===== src/rtl/pc_pkg.sv =====
// Shared command encoding, priority decode and default parameters for pc_ras.
package pc_pkg;

    localparam int unsigned PC_WIDTH_DEF        = 32;
    localparam int unsigned PC_STEP_DEF         = 4;
    localparam int unsigned PC_RESET_VECTOR_DEF = 0;
    localparam int unsigned RAS_DEPTH_DEF       = 8;

    typedef enum logic [2:0] {
        CMD_HOLD,
        CMD_INC,
        CMD_BRANCH,
        CMD_JUMP,
        CMD_CALL,
        CMD_RET
    } cmd_e;

    // Stall dominates and maps to HOLD; otherwise ret > call > jump > branch > inc.
    function automatic cmd_e decode_cmd(
        input logic stall,
        input logic ret,
        input logic call,
        input logic jump,
        input logic branch,
        input logic inc
    );
        if (stall)       return CMD_HOLD;
        else if (ret)    return CMD_RET;
        else if (call)   return CMD_CALL;
        else if (jump)   return CMD_JUMP;
        else if (branch) return CMD_BRANCH;
        else if (inc)    return CMD_INC;
        else             return CMD_HOLD;
    endfunction

endpackage


===== src/rtl/ras_stack.sv =====
// Circular LIFO for return addresses; a push when full overwrites the oldest entry.
module ras_stack
    import pc_pkg::*;
#(
    parameter int unsigned WIDTH = PC_WIDTH_DEF,
    parameter int unsigned DEPTH = RAS_DEPTH_DEF
) (
    input  logic             clk,
    input  logic             rst_n,
    input  logic             push,
    input  logic             pop,
    input  logic [WIDTH-1:0] din,
    output logic [WIDTH-1:0] top,
    output logic             empty,
    output logic             full
);

    localparam int unsigned PTR_W = $clog2(DEPTH);
    localparam int unsigned CNT_W = $clog2(DEPTH + 1);

    logic [WIDTH-1:0] r_mem [DEPTH];
    logic [PTR_W-1:0] r_top;
    logic [CNT_W-1:0] r_count;
    logic [PTR_W-1:0] w_wr_ptr;

    // The pointer wraps naturally, so a push on a full stack lands on the oldest slot.
    assign w_wr_ptr = r_top + PTR_W'(1);
    assign top      = r_mem[r_top];
    assign empty    = (r_count == '0);
    assign full     = (r_count == CNT_W'(DEPTH));

    // Entry storage; contents are never reset and are only read while non-empty.
    always_ff @(posedge clk) begin
        if (push) begin
            r_mem[w_wr_ptr] <= din;
        end
    end

    // Top pointer and occupancy count; count saturates at DEPTH on overwrite.
    always_ff @(posedge clk or negedge rst_n) begin
        if (!rst_n) begin
            r_top   <= '1;
            r_count <= '0;
        end else if (push) begin
            r_top <= w_wr_ptr;
            if (!full) begin
                r_count <= r_count + CNT_W'(1);
            end
        end else if (pop && !empty) begin
            r_top   <= r_top - PTR_W'(1);
            r_count <= r_count - CNT_W'(1);
        end
    end

endmodule


===== src/rtl/pc_ras.sv =====
// Program counter with integrated return-address stack for the fetch front end.
module pc_ras
    import pc_pkg::*;
#(
    parameter int unsigned     WIDTH        = PC_WIDTH_DEF,
    parameter int unsigned     STEP         = PC_STEP_DEF,
    parameter logic [WIDTH-1:0] RESET_VECTOR = WIDTH'(PC_RESET_VECTOR_DEF),
    parameter int unsigned     RAS_DEPTH    = RAS_DEPTH_DEF
) (
    input  logic             clk,
    input  logic             reset,
    input  logic             stall,
    input  logic             inc,
    input  logic             jump,
    input  logic             branch,
    input  logic             call,
    input  logic             ret,
    input  logic [WIDTH-1:0] target,
    input  logic [WIDTH-1:0] offset,
    output logic [WIDTH-1:0] pc,
    output logic             ras_empty,
    output logic             ras_full,
    output logic             ras_ovf,
    output logic             ras_udf
);

    logic [WIDTH-1:0] r_pc;
    logic             r_ovf;
    logic             r_udf;

    cmd_e             w_cmd;
    logic [WIDTH-1:0] w_ret_addr;
    logic [WIDTH-1:0] w_next_pc;
    logic [WIDTH-1:0] w_top;
    logic             w_push;
    logic             w_pop;
    logic             w_empty;
    logic             w_full;

    assign w_cmd      = decode_cmd(stall, ret, call, jump, branch, inc);
    assign w_ret_addr = r_pc + WIDTH'(STEP);
    assign w_push     = (w_cmd == CMD_CALL);
    assign w_pop      = (w_cmd == CMD_RET) && !w_empty;

    ras_stack #(
        .WIDTH (WIDTH),
        .DEPTH (RAS_DEPTH)
    ) u_ras (
        .clk   (clk),
        .rst_n (reset),
        .push  (w_push),
        .pop   (w_pop),
        .din   (w_ret_addr),
        .top   (w_top),
        .empty (w_empty),
        .full  (w_full)
    );

    // Next-PC selection from the decoded command; a ret on an empty stack holds.
    always_comb begin
        w_next_pc = r_pc;
        unique case (w_cmd)
            CMD_INC:    w_next_pc = w_ret_addr;
            CMD_BRANCH: w_next_pc = r_pc + offset;
            CMD_JUMP:   w_next_pc = target;
            CMD_CALL:   w_next_pc = target;
            CMD_RET:    w_next_pc = w_empty ? r_pc : w_top;
            default:    w_next_pc = r_pc;
        endcase
    end

    // PC register and sticky overflow/underflow flags, cleared only by reset.
    always_ff @(posedge clk or negedge reset) begin
        if (!reset) begin
            r_pc  <= RESET_VECTOR;
            r_ovf <= 1'b0;
            r_udf <= 1'b0;
        end else begin
            r_pc <= w_next_pc;
            if (w_cmd == CMD_CALL && w_full) begin
                r_ovf <= 1'b1;
            end
            if (w_cmd == CMD_RET && w_empty) begin
                r_udf <= 1'b1;
            end
        end
    end

    assign pc        = r_pc;
    assign ras_empty = w_empty;
    assign ras_full  = w_full;
    assign ras_ovf   = r_ovf;
    assign ras_udf   = r_udf;

endmodule


===== config.mk =====
export PLATFORM = sky130hd
export DESIGN_NAME = pc_ras
export DESIGN_NICKNAME = d
export VERILOG_FILES = /design/src/rtl/pc_pkg.sv /design/src/rtl/ras_stack.sv /design/src/rtl/pc_ras.sv
export SDC_FILE = /design/constraint.sdc
export NUM_CORES = 1
export LEC_CHECK = 0
export CORE_ASPECT_RATIO = 2
export CORE_MARGIN = 3
export CORE_UTILIZATION = 50
export CTS_CLUSTER_DIAMETER = 200
export CTS_CLUSTER_SIZE = 28
export DETAILED_ROUTE_END_ITERATION = 8
export PLACE_DENSITY_LB_ADDON = 0.25
export SLEW_MARGIN = 30
export SYNTH_ARGS = -nofsm -noshare
export SYNTH_HDL_FRONTEND = slang
export SYNTH_SLANG_ARGS = --single-unit

===== constraint.sdc =====
create_clock -name clk -period 6.39 [get_ports clk]
set_clock_uncertainty 0.05 [all_clocks]
set_input_delay 0.9585 -clock clk [delete_from_list [all_inputs] [get_ports clk]]
set_output_delay 0.9585 -clock clk [all_outputs]
set_load 0.05 [all_outputs]

# Word-level counts from Yosys, hierarchy flattened
# Memory sizes are Yosys's and may differ from the RTL's.
# Cells that the tools add are included.
totals:
  input_bits: 72
  n_memories: 1
  reg_bits: 41
  ramBits: 256
  out_inout_bits: 36
  word_cells: 46
mem_list:
  columns: ["memory", "depth", "word_bits", "rd", "rd_ports_with_merged_regs", "wr", "line", "rtl"]
  rows:
  - ["u_ras.r_mem", 8, 32, 1, 0, 1, "ras_stack.sv:21", "logic [WIDTH-1:0] r_mem [DEPTH];"]
op_classes:
  n_reduce_logical: 11
  addsub: 6
  mux: 15
  n_eq_ne: 8
op_table:
  columns: ["op", "n"]
  rows:
  - ["$pmux W32 S4", 1]
  - ["$add A32 B3 Y32 const B", 1]
  - ["$add A32 B32 Y32", 1]
  - ["$mux W32", 1]
  - ["$mux W3", 5]
  - ["$mux W4", 3]
  - ["$eq A3 B2 Y1 const B", 2]
  - ["$eq A3 B3 Y1 const B", 2]
  - ["$add A4 B1 Y4 const B", 1]
  - ["$eq A4 B4 Y1 const B", 1]
  - ["$logic_and A1 B1 Y1", 4]
  - ["$logic_not A4 Y1", 1]
  - ["$mux W2", 2]
  - ["$ne A2 B2 Y1 const B", 2]
  - ["$reduce_and A2 Y1", 2]
  - ["$reduce_bool A4 Y1", 1]
  - ["$sub A4 B1 Y4 const B", 1]
  - ["$add A3 B1 Y3 const B", 1]
  - ["$eq A3 B1 Y1 const B", 1]
  - ["$mux W1", 3]
  - ["$sub A3 B1 Y3 const B", 1]
  - ["$reduce_bool A2 Y1", 1]
  - ["$reduce_or A2 Y1", 1]
  - ["$logic_not A1 Y1", 1]

# Longest topological paths before layout
logic_depth:
  depth_word: 11
  ltp_mapped: 11
  depth_no_buf: 11

# Modules after synthesis
# A second synthesis with hierarchy kept.
unflattened:
  hier_cells: 941
  hier_area_um2: 14441.4
modules_own_cells:
  columns: ["mod", "instances", "cells_each", "area_each_um2", "seq_area_each_um2"]
  rows:
  - ["ras_stack", 1, 429, 10373.7, 7866.3]
  - ["pc_ras", 1, 512, 4067.7, 850.8]

# Least setup slack after synthesis
# Ideal clock, no wire load.
synth_timing:
  kind: "register to register"
  start: "register u_ras.r_top[0]"
  end: "memory u_ras.r_mem[1][0] (netlist name), enable pin"
  path_stages_with_launch: 8
  synth_period_minus_slack_ns: 5.481
  arrival_time_ns: 4.930
  slack_ns: 0.909
  path_buffers: 4
  required_ns: 5.839
  setup_time_ns: 0.501
  path_cell_list: "dfstp_2 -> buf_2 -> buf_2 -> buf_2 -> inv_1 -> ha_1 -> clkbuf_1 -> nor4_1"
synth_between:
  elab_chain_len: 1
synth_rtl:
  columns: ["item", "line", "rtl"]
  rows:
  - ["start: declaration", "ras_stack.sv:22", "logic [PTR_W-1:0] r_top;"]
  - ["start signal: assignment", "ras_stack.sv:45", "r_top <= w_wr_ptr;"]
  - ["start signal: assignment", "ras_stack.sv:50", "r_top <= r_top - PTR_W'(1);"]
  - ["$add A3 B1 Y3", "ras_stack.sv:27", "assign w_wr_ptr = r_top + PTR_W'(1);"]
  - ["end: declaration", "ras_stack.sv:21", null]
# Every way passes these cells.

# Worst setup path after layout
layout_timing:
  start: "input port offset[0]"
  end: "register r_pc[24], in the netlist pc[24]"
layout_between:
  elab_chain_len: 2
layout_rtl:
  columns: ["item", "line", "rtl"]
  rows:
  - ["start: declaration", "pc_ras.sv:19", "input logic [WIDTH-1:0] offset,"]
  - ["$add A32 B32 Y32", "pc_ras.sv:64", "CMD_BRANCH: w_next_pc = r_pc + offset;"]
  - ["$pmux W32 S4", "pc_ras.sv:62", "unique case (w_cmd)"]
  - ["end signal: assignment", "pc_ras.sv:79", "r_pc <= w_next_pc;"]
  - ["end: declaration", "pc_ras.sv:27", "logic [WIDTH-1:0] r_pc;"]
# Every way passes these cells.
# A chain may end at the register's enable or synchronous reset.

==> reports/metrics.yaml <==
grt:
  globalRouteMet2Util: 0.418
  grt-busiest-layer: "met2"
  grtUsageTotal: 0.232
  globalRouteOverflowTotal: 0
  vias_in_the_first_global_route: 9277
  grt_first_pass_wirelength_um: 54900
  largest_net_degree_at_the_start_of_global_routing: 58
  global_route.usage.met1: 0.302
  groute.layer.met3.usage: 0.0204
  grt_antenna_before_repair: 0
sta:
  setup-violations-final: 0
  slew_viol_final: 0
  maxSlewHeadroom: 0.414
  setup-tns-final_ns: 0
  timing.final.crit_share: 0.595
  hold_viol_final: 0
  grt_setup_unrepaired: "no"
  pin_slew_with_the_least_headroom_to_its_limit_ns: 0.877
  layout_setup_ws_ns: 2.59
  fmax_ghz: 0.263
  finalCriticalPeriod_ns: 3.80
setup_path:
  cp_num_buf_inv: 2
  arrival_ns: 4.12
  required_time_at_the_endpoint_of_the_critical_path_ns: 6.71
  timing.reg2reg.setup_slack_ns: 2.80
  reg2reg_depth: 5
  critical_path.max_stage_delay_ns: 0.69
  crit_fanout: 4
  setup.worst_path.class: "in2reg"
  critical_path.top_delay_family: "compound AO/OA/AOI/OAI gates"
  cp-start-kind: "input pin"
  end_kind: "flip-flop"
  cp_cell_sequence: "clkdlybuf4s50_1 -> ha_1 -> inv_1 -> fa_1 -> nor2b_1 -> o2111a_1 -> nor4b_1 -> o21ai_1 -> a2111oi_2 -> nor3_2 -> xnor2_1 -> o221ai_1"
  r2r-end: "pc[15]"
  reg2reg_from: "u_ras.r_top[0]"
  crit_slowest_cell: "sky130_fd_sc_hd__nor4b_1"
logic_synthesis:
  yosys_warnings: 0
  synth_async_sr_flop_share: 0.138
  ys_types: 77
  yosys-top-cells-area: "sky130_fd_sc_hd__edfxtp_1 54%, sky130_fd_sc_hd__mux4_2 10%, sky130_fd_sc_hd__dfrtp_1 6.6%"
  synth_seq_area_share: 0.608
  post-synth-top-area-fraction: 0.536
  synth.avg_cell_area_sq_um: 14.6
  synth_seq_cells: 297
  synthDominantAreaCellType: "sky130_fd_sc_hd__edfxtp_1"
  synth_top_cells_by_count: "256 x sky130_fd_sc_hd__edfxtp_1, 68 x sky130_fd_sc_hd__a21oi_1, 64 x sky130_fd_sc_hd__mux4_2, 59 x sky130_fd_sc_hd__nor2_1, 53 x sky130_fd_sc_hd__nand2_1"
  synth_fp_nets: 1093
  synth_enable_flop_cells: 256
  ys_dominant_reg_cell: "sky130_fd_sc_hd__edfxtp_1"
  yosys.cell_count.top_type: "sky130_fd_sc_hd__edfxtp_1"
  synthCells: 983
  netlist_area_sq_um: 14300
final_layout:
  area_growth_pct: 13.0
  finalNetCount: 1185
  drive_above_1_share: 0.132
  layout.cell_area.non_filler_sq_um: 16200
  n_antenna_cell: 0
  utilization: 0.575
  post_layout_nonfiller_instances: 1439
power:
  cellInternalPower_uw: 4050
  power_per_cell_area_nw_per_um2: 398
  clkPwrFrac: 0.158
  power_frac_seq: 0.435
  switching_share: 0.372
  power.share.combinational: 0.407
  max-vdd-ir-drop_v: 0.000189
  power.static_leakage_uw: 0.00549
  power.net_switching_uw: 2400
clocking:
  path_clk_slew_ns: 0.11
  ctsRootBufferMaster: "sky130_fd_sc_hd__clkbuf_16"
  cts_setup_buffers: 0
  clock_tree.htree_level_count: 1
  cts_tree: "built"
  resized_gates_after_cts: 0
  clkSinkCount: 297
  clockBufferDepth: 3
  cts_hold_buffers: 0
  cts-buffers-inserted: 14
  clock_latency_ns: 0.51
detailed_routing:
  drt_wl_total_um: 36000
  avgViaCountPerCell: 6.27
  route.detailed.drc: 0
  detail-route-antenna-nets: 0
  routed-via-count: 9021
  first_iter_violations: 776
  drt_pre_antenna_iters: 5
  post_drt_wl_per_cell_um: 25.0
floorplan:
  die-width_um: 126
  fp.coreArea_sq_um: 28200
  initial_utilization: 0.509
  die_outline_area_sq_um: 30900
  die_h_um: 245
  pin_count: 108
  std_cell_rows: 87
outcome:
  status: "finished clean"
placed_design:
  postPlaceCellArea_sq_um: 15800
  numPlacedInstances: 1415
  detailed_place_hpwl_um: 23800
  gp_routability_congestion: 0.836
  place_ws_ns: 2.09
  place.port_buffers: 107
min_path:
  hold_path_class: "in2async"
run:
  drv_cap: 0
## registers in the layout, summed over array words and instances, names as in the netlist
signal and cells:
u_ras.r_mem 256, pc 32, u_ras.r_count 4, u_ras.r_top 3
ras_ovf 1, ras_udf 1
## kinds of logic (layout without fill, tap and decap cells)
family          after synthesis  count (layout)  share of synthesized area
simple gates                215             215                     0.0767
xor+xnor                     59              59                     0.0360
fa+ha+maj                    38              38                     0.0342
buf+inv                      63             163                     0.0227
compound gates              210             210                     0.0948
flops                       297             297                      0.608
mux                         101             101                      0.128
## power groups by stage
stage	registers (uW)	clock network (uW)	logic, uW
6_report	2810	1020	2620
5_1_grt	2850	1100	2820
4_1_cts	2810	1040	2630
3_5_place_dp	2850	0	2610
3_3_place_gp	2840	0	2590
2_1_floorplan	2920	0	1740
## final cells by class
cell class                      count  area [sq um]
Clock buffer                       23           405
Clock inverter                      1          16.3
Fill cell                        2235         12000
Inverter                           16          60.1
Multi-Input combinational cell    623          5360
Sequential cell                   297          8720
Tap cell                          356           445
Timing Repair Buffer              123          1190
## routing by layer
metal | up-vias | share of wire
met5 | - | 0
met4 | 0 | 0.024
met3 | 55 | 0.054
met2 | 341 | 0.53
met1 | 4551 | 0.39
li1 | 4074 | -
## cells in the final DEF, fill, tap and decap left out, types with 11 or more instances in the layout
| cell | synthesis | final |
|---|---|---|
| sky130_fd_sc_hd__xnor2_1 | 40 | 40 |
| sky130_fd_sc_hd__buf_4 | 3 | 17 |
| sky130_fd_sc_hd__o21ai_0 | 39 | 39 |
| sky130_fd_sc_hd__dfrtp_1 | 38 | 38 |
| sky130_fd_sc_hd__nor2_1 | 59 | 57 |
| sky130_fd_sc_hd__mux4_2 | 64 | 64 |
| sky130_fd_sc_hd__clkbuf_16 | 0 | 15 |
| sky130_fd_sc_hd__nand4_1 | 11 | 11 |
| sky130_fd_sc_hd__a221oi_1 | 13 | 13 |
| sky130_fd_sc_hd__a21oi_1 | 68 | 68 |
| sky130_fd_sc_hd__mux2i_1 | 23 | 23 |
| sky130_fd_sc_hd__nor3_1 | 19 | 14 |
| sky130_fd_sc_hd__xor2_1 | 19 | 19 |
| sky130_fd_sc_hd__clkdlybuf4s50_1 | 0 | 106 |
| sky130_fd_sc_hd__mux2_2 | 14 | 14 |
| sky130_fd_sc_hd__nand2_1 | 53 | 53 |
| sky130_fd_sc_hd__edfxtp_1 | 256 | 256 |
| sky130_fd_sc_hd__ha_1 | 36 | 36 |
| sky130_fd_sc_hd__nand3_1 | 17 | 17 |
| sky130_fd_sc_hd__inv_1 | 15 | 15 |
| sky130_fd_sc_hd__a21o_1 | 12 | 12 |
## worst max path at each step
stage	from	to	slack [ns]	depth (start not counted)
floorplan	u_ras.r_top[0]	u_ras.r_mem[1][0]	0.91	7
global placement	offset[0]	pc[24]	2.17	12
detailed placement	offset[0]	pc[24]	2.09	12
CTS	offset[0]	pc[24]	2.60	12
global route	offset[0]	pc[24]	2.44	12
finish	offset[0]	pc[24]	2.59	12
## per-stage QoR
step | power, uW | hold slack (ns)
floorplan | 4660 | 0.409
global placement | 5430 | 0.398
detailed placement | 5470 | 0.402
CTS | 6480 | 0.403
global route | 6770 | 0.434
finish | 6450 | 0.379
(Power assumes the default switching activity.)
